<file path="src/rtl/shift_left_seq_if.sv">
// Start/busy/done handshake and operand/result bus for the iterative left shifter.
interface shift_left_seq_if #(
   parameter int unsigned n = 4
);
   logic          start;
   logic [n-1:0]  a;
   logic [n-1:0]  b;
   logic          busy;
   logic          done;
   logic [n-1:0]  c;
   logic [3:0]    banderas;

   modport master (
      output start, a, b,
      input  busy, done, c, banderas
   );

   modport slave (
      input  start, a, b,
      output busy, done, c, banderas
   );
endinterface

</file>
<file path="src/rtl/shift_left_seq.sv">
// Iterative logical left shifter: one bit position per clock, with N/Z/C/V flags.
// The accepting edge already performs the first shift, so latency is max(b',1) cycles.
module shift_left_seq #(
   parameter int unsigned n = 4
) (
   input  logic               clk,
   input  logic               rst,
   shift_left_seq_if.slave    bus
);

   localparam int unsigned CW      = $clog2(n + 2);
   localparam int unsigned W       = n;
   localparam logic [W-1:0] MAX_SH = W'(n + 1);

   typedef enum logic [1:0] {
      IDLE  = 2'd0,
      SHIFT = 2'd1,
      DONE  = 2'd2
   } state_e;

   state_e          state_q, state_d;
   logic [n-1:0]    acc_q, acc_d;
   logic [CW-1:0]   cnt_q, cnt_d;
   logic            cc_q, cc_d;
   logic            cv_q, cv_d;
   logic            sgn_q, sgn_d;
   logic            busy_q, busy_d;
   logic            done_q, done_d;
   logic [n-1:0]    c_q, c_d;
   logic [3:0]      banderas_q, banderas_d;

   logic [CW-1:0]   b_eff;
   logic [n-1:0]    step_src;
   logic            step_sgn;
   logic            step_cv;
   logic [n-1:0]    step_acc;
   logic            step_c;
   logic            step_v;

   function automatic logic [3:0] pack_flags(input logic [n-1:0] r,
                                             input logic cf,
                                             input logic vf);
      return {r[n-1], (r == '0), cf, vf};
   endfunction

   // Shift amounts beyond n+1 give the same result and flags as n+1.
   always_comb begin
      b_eff = (bus.b > MAX_SH) ? CW'(n + 1) : CW'(bus.b);
   end

   // One shift step; sourced from the operand on acceptance, else from the accumulator.
   always_comb begin
      step_src = acc_q;
      step_sgn = sgn_q;
      step_cv  = cv_q;
      if (state_q == IDLE) begin
         step_src = bus.a;
         step_sgn = bus.a[n-1];
         step_cv  = 1'b0;
      end
      step_acc = step_src << 1;
      step_c   = step_src[n-1];
      step_v   = step_cv | (step_src[n-2] != step_sgn);
   end

   always_comb begin
      state_d    = state_q;
      acc_d      = acc_q;
      cnt_d      = cnt_q;
      cc_d       = cc_q;
      cv_d       = cv_q;
      sgn_d      = sgn_q;
      busy_d     = 1'b0;
      done_d     = 1'b0;
      c_d        = c_q;
      banderas_d = banderas_q;

      case (state_q)
         IDLE: begin
            if (bus.start) begin
               sgn_d = bus.a[n-1];
               if (b_eff == '0) begin
                  acc_d      = bus.a;
                  cnt_d      = '0;
                  cc_d       = 1'b0;
                  cv_d       = 1'b0;
                  c_d        = bus.a;
                  banderas_d = pack_flags(bus.a, 1'b0, 1'b0);
                  done_d     = 1'b1;
                  state_d    = DONE;
               end else if (b_eff == CW'(1)) begin
                  acc_d      = step_acc;
                  cnt_d      = '0;
                  cc_d       = step_c;
                  cv_d       = step_v;
                  c_d        = step_acc;
                  banderas_d = pack_flags(step_acc, step_c, step_v);
                  done_d     = 1'b1;
                  state_d    = DONE;
               end else begin
                  acc_d   = step_acc;
                  cnt_d   = b_eff - CW'(1);
                  cc_d    = step_c;
                  cv_d    = step_v;
                  busy_d  = 1'b1;
                  state_d = SHIFT;
               end
            end
         end

         SHIFT: begin
            acc_d = step_acc;
            cc_d  = step_c;
            cv_d  = step_v;
            cnt_d = cnt_q - CW'(1);
            if (cnt_q == CW'(1)) begin
               c_d        = step_acc;
               banderas_d = pack_flags(step_acc, step_c, step_v);
               done_d     = 1'b1;
               state_d    = DONE;
            end else begin
               busy_d = 1'b1;
            end
         end

         DONE: begin
            state_d = IDLE;
         end

         default: begin
            state_d = IDLE;
         end
      endcase
   end

   always_ff @(posedge clk or posedge rst) begin
      if (rst) begin
         state_q    <= IDLE;
         acc_q      <= '0;
         cnt_q      <= '0;
         cc_q       <= 1'b0;
         cv_q       <= 1'b0;
         sgn_q      <= 1'b0;
         busy_q     <= 1'b0;
         done_q     <= 1'b0;
         c_q        <= '0;
         banderas_q <= 4'b0000;
      end else begin
         state_q    <= state_d;
         acc_q      <= acc_d;
         cnt_q      <= cnt_d;
         cc_q       <= cc_d;
         cv_q       <= cv_d;
         sgn_q      <= sgn_d;
         busy_q     <= busy_d;
         done_q     <= done_d;
         c_q        <= c_d;
         banderas_q <= banderas_d;
      end
   end

   assign bus.busy     = busy_q;
   assign bus.done     = done_q;
   assign bus.c        = c_q;
   assign bus.banderas = banderas_q;

endmodule

</file>
<file path="src/flat_wrapper.sv">
// flat-port wrapper written by rule: the top's interface ports become plain ports
module shift_left_seq_flat 
#(
   parameter int unsigned n = 4
)
  (clk, rst, bus_start, bus_a, bus_b, bus_busy, bus_done, bus_c, bus_banderas);
  shift_left_seq_if #(.n(n)) bus_i ();
  input  logic clk;
  input  logic rst;
  input wire logic [$bits(bus_i.start)-1:0] bus_start;
  input wire logic [$bits(bus_i.a)-1:0] bus_a;
  input wire logic [$bits(bus_i.b)-1:0] bus_b;
  output wire logic [$bits(bus_i.busy)-1:0] bus_busy;
  output wire logic [$bits(bus_i.done)-1:0] bus_done;
  output wire logic [$bits(bus_i.c)-1:0] bus_c;
  output wire logic [$bits(bus_i.banderas)-1:0] bus_banderas;
  assign bus_i.start = bus_start;
  assign bus_i.a = bus_a;
  assign bus_i.b = bus_b;
  assign bus_busy = bus_i.busy;
  assign bus_done = bus_i.done;
  assign bus_c = bus_i.c;
  assign bus_banderas = bus_i.banderas;
  shift_left_seq #(.n(n)) u_core (.clk(clk), .rst(rst), .bus(bus_i));
endmodule
</file>
<file path="config.mk">
export PLATFORM = sky130hd
export DESIGN_NAME = shift_left_seq_flat
export DESIGN_NICKNAME = d
export VERILOG_FILES = /design/src/rtl/shift_left_seq_if.sv /design/src/rtl/shift_left_seq.sv /design/src/flat_wrapper.sv
export SDC_FILE = /design/constraint.sdc
export NUM_CORES = 1
export LEC_CHECK = 0
export CORE_MARGIN = 1.5
export CORE_UTILIZATION = 50
export CTS_CLUSTER_SIZE = 24
export DETAILED_ROUTE_END_ITERATION = 16
export HOLD_SLACK_MARGIN = 0.15
export PLACE_DENSITY_LB_ADDON = 0.15
export SYNTH_ARGS = -nofsm -noshare
export SYNTH_HDL_FRONTEND = slang
export SYNTH_SLANG_ARGS = --single-unit
</file>
<file path="constraint.sdc">
create_clock -name clk -period 2.2 [get_ports clk]
set_input_delay 0.44 -clock clk [delete_from_list [all_inputs] [get_ports clk]]
set_output_delay 0.44 -clock clk [all_outputs]
set_load 0.02 [all_outputs]
</file>
==> flow_metrics.env <==
export IMPL_run_status="completed"
export IMPL_wl_met3_um=57
export IMPL_grt_max_degree=21
export IMPL_ir_drop_mv=0.929
export IMPL_dp_cells=165
export IMPL_grt_first_pass_wirelength_um=4000
export IMPL_synth_simple_area_share_pct=15.3
export IMPL_dp_hpwl_um=1720
export IMPL_cts_repair_resized=0
export IMPL_preCtsSetupSlack_ps=-101
export IMPL_ys_warn_count=0
export IMPL_hold_path_class="in -> async"
export IMPL_drc=0
export IMPL_synthAdderAreaFrac_pct=5.24
export IMPL_drtAntennaViolNets=0
export IMPL_ys_ff_latch=20
export IMPL_synthCells=110
export IMPL_min_period_over_period_pct=90.3
export IMPL_routed_wl_met2_um=1090
export IMPL_cts_tree="built"
export IMPL_highest_layer="met4"
export IMPL_slew_viol_final=0
export IMPL_fin_cells=168
export IMPL_grt_pass1_vias=923
export IMPL_area_growth_pct=25.0
export IMPL_synth_avg_cell_area_um2=10.9
export IMPL_antenna_found_initial=0
export IMPL_fmax_ghz=0.503
export IMPL_yosysSeqAreaShare_pct=41.9
export IMPL_total_power_w=0.00181
export IMPL_grt_overflow=0
export IMPL_place_gp_congestion=0.801
export IMPL_cts_hold_fix_buffers=0
export IMPL_drive_above_1_share_pct=22.1
export IMPL_period_minus_slack_ps=1990
export IMPL_synthMuxAreaShare_pct=14.8
export IMPL_crit_required_ps=2420
export IMPL_insertion_delay_ps=290
export IMPL_relSlewSlack_pct=69.2
export IMPL_grtUsageTotal_pct=20.0
export IMPL_clock_path_buffers=2
export IMPL_synth_xor_area_share_pct=2.20
export IMPL_clk_pin_slew_ps=110
export IMPL_synth_top_family_by_area="simple AND/OR/NAND/NOR gates"
export IMPL_io_buffers=20
export IMPL_hold_violations=0
export IMPL_worstPathArrival_ps=2210
export IMPL_power_density_mw_per_mm2=1210
export IMPL_synth_area_top_cells="dfrtp_1, ha_1, mux2i_1"
export IMPL_drt_pass1_iterations=4
export IMPL_grt_setup_unrepaired="no"
export IMPL_io_pins=21
export IMPL_synth_top_area_share_pct=41.9
export IMPL_critPathKind="in -> reg"
export IMPL_num_vias=891
export IMPL_post_cts_buffers=0
export IMPL_setup_viol=0
export IMPL_row_count=17
export IMPL_critPathMaxFanout=6
export IMPL_dieArea_mm2=0.00269
export IMPL_synth_fp_nets=126
export IMPL_die_w_um=51.9
export IMPL_holdWs_ps=464
export IMPL_fin_nets=158
export IMPL_clock_sink_count=20
export IMPL_post_drt_wl_per_cell_um=13.3
export IMPL_synth_area_mm2=0.00119
export IMPL_skew_ps=1.75
export IMPL_drt_wl_total_um=2230
export IMPL_cts_htree_levels=1
export IMPL_root_buffer="clkbuf_4"
export IMPL_maxCapViolCount=0
export IMPL_synth_compound_area_share_pct=14.0
export IMPL_core_area_mm2=0.00223
export IMPL_numCtsBuffers=3
export IMPL_fin_ws_ps=213
export IMPL_via_per_inst=5.30
export IMPL_final_util_pct=66.9
export IMPL_end_kind="register"
export IMPL_cellLeakagePower_nw=0.659
export IMPL_num_antenna_cells=0
export IMPL_dieHeight_um=51.9
export IMPL_drt_initial_drc_count=4
export IMPL_synth_distinct_cells=35
export IMPL_max_slew_worst_pin_slew_ps=462
export IMPL_yosys_area_top_type="dfrtp_1"
export IMPL_start_util_pct=53.5
export IMPL_start_kind="input pin"
export IMPL_met1_length_um=1060
cell usage in the layout, fill, tap and decap left out, drive strengths merged, types with 3 or more instances in the layout:
| cell type | instances |
|---|---|
| mux2 | 9 |
| o22ai | 4 |
| ha | 5 |
| clkbuf | 3 |
| dfrtp | 20 |
| mux2i | 6 |
| inv | 10 |
| buf | 11 |
| o21ai | 8 |
| clkdlybuf4s50 | 20 |
| nor2 | 5 |
| a21oi | 4 |
| nand2 | 9 |
| nor3 | 4 |
| nand2b | 3 |
power by group:
part	switching (W)	leakage (nW)	internal, W	total, W
clock network	0.000107	0.0138	0.0000636	0.000170
registers	0.000148	0.246	0.000526	0.000674
logic	0.000461	0.399	0.000506	0.000968
total	0.000716	0.659	0.00110	0.00181
final timing paths:
| check | start | to | slack, ps | cells past startpoint |
|---|---|---|---|---|
| worst max-delay path | bus_b[1] | u_core.bus.c[1]$_DFFE_PP0P_ | 210 | 8 |
| worst min-delay path | rst | u_core.state_q[0]$_DFFE_PP0P_ | 460 | 3 |
| worst max register to register | u_core.state_q[1]$_DFFE_PP0P_ | u_core.bus.banderas[3]$_DFFE_PP0P_ | 500 | 4 |
| worst min register to register | u_core.acc_q[3]$_DFFE_PP0P_ | u_core.acc_q[3]$_DFFE_PP0P_ | 520 | 1 |
| max in group asynchronous | rst | u_core.cnt_q[1]$_DFFE_PP0P_ | 1530 | 3 |
| min in group clk | u_core.acc_q[3]$_DFFE_PP0P_ | u_core.acc_q[3]$_DFFE_PP0P_ | 520 | 1 |
synthesized netlist by cell type, drive strengths merged:
cell	instances
nand4	2
nor3	4
a21oi	4
nor2	5
nand2	9
o21bai	1
buf	4
inv	10
xor2	1
nor2b	1
nand3	2
and3	1
dfrtp	20
ha	5
or2	1
mux2i	6
a21boi	1
nand2b	3
xnor2	2
o21ai	8
mux2	9
nor4	1
a211oi	2
o22ai	4
a32oi	2
o32ai	1
a221oi	1
cell type report:
type / instances / area [um^2]
multi-input combinational: 76 / 616
inverter: 10 / 37.5
clock buffer: 3 / 22.5
fill: 190 / 739
sequential: 20 / 500
timing repair buffer: 31 / 283
tap: 28 / 35.0
stage by stage:
| step | area [um^2] | TNS, ps |
|---|---|---|
| after floorplan | 1190 | 0 |
| after global placement | 1470 | -322 |
| after detailed placement | 1470 | -889 |
| after CTS | 1490 | 0 |
| after global routing | 1490 | 0 |
| final | 1490 | 0 |
cells by family after synthesis:
family / Yosys count
muxes: 15
adders and majority gates: 5
DFF: 20
buffers and inverters: 14
and+or+nand+nor: 29
xor gates and xnor gates: 3
AOI/OAI and AO/OA: 24
worst max-delay path, stage by stage:
cell             delay, ps
clkdlybuf4s50_1        420
a211oi_1               240
buf_4                  150
ha_1                   210
o21ai_2                 90
o22ai_4                280
buf_4                  200
mux2i_1                180
registers in the layout, summed over array words and instances (netlist names):
name	flops
u_core.cv_q	1
u_core.bus.busy	1
u_core.cnt_q	3
u_core.sgn_q	1
u_core.bus.done	1
u_core.acc_q	4
u_core.bus.banderas	4
u_core.bus.c	3
u_core.state_q	2
routing by layer:
metal	up-vias	GRT usage (%)
met5	-	0
met4	0	9.21
met3	2	2.59
met1	419	24.5
li1	458	-
met2	12	34.6
Power figures use the tool's default switching activity.
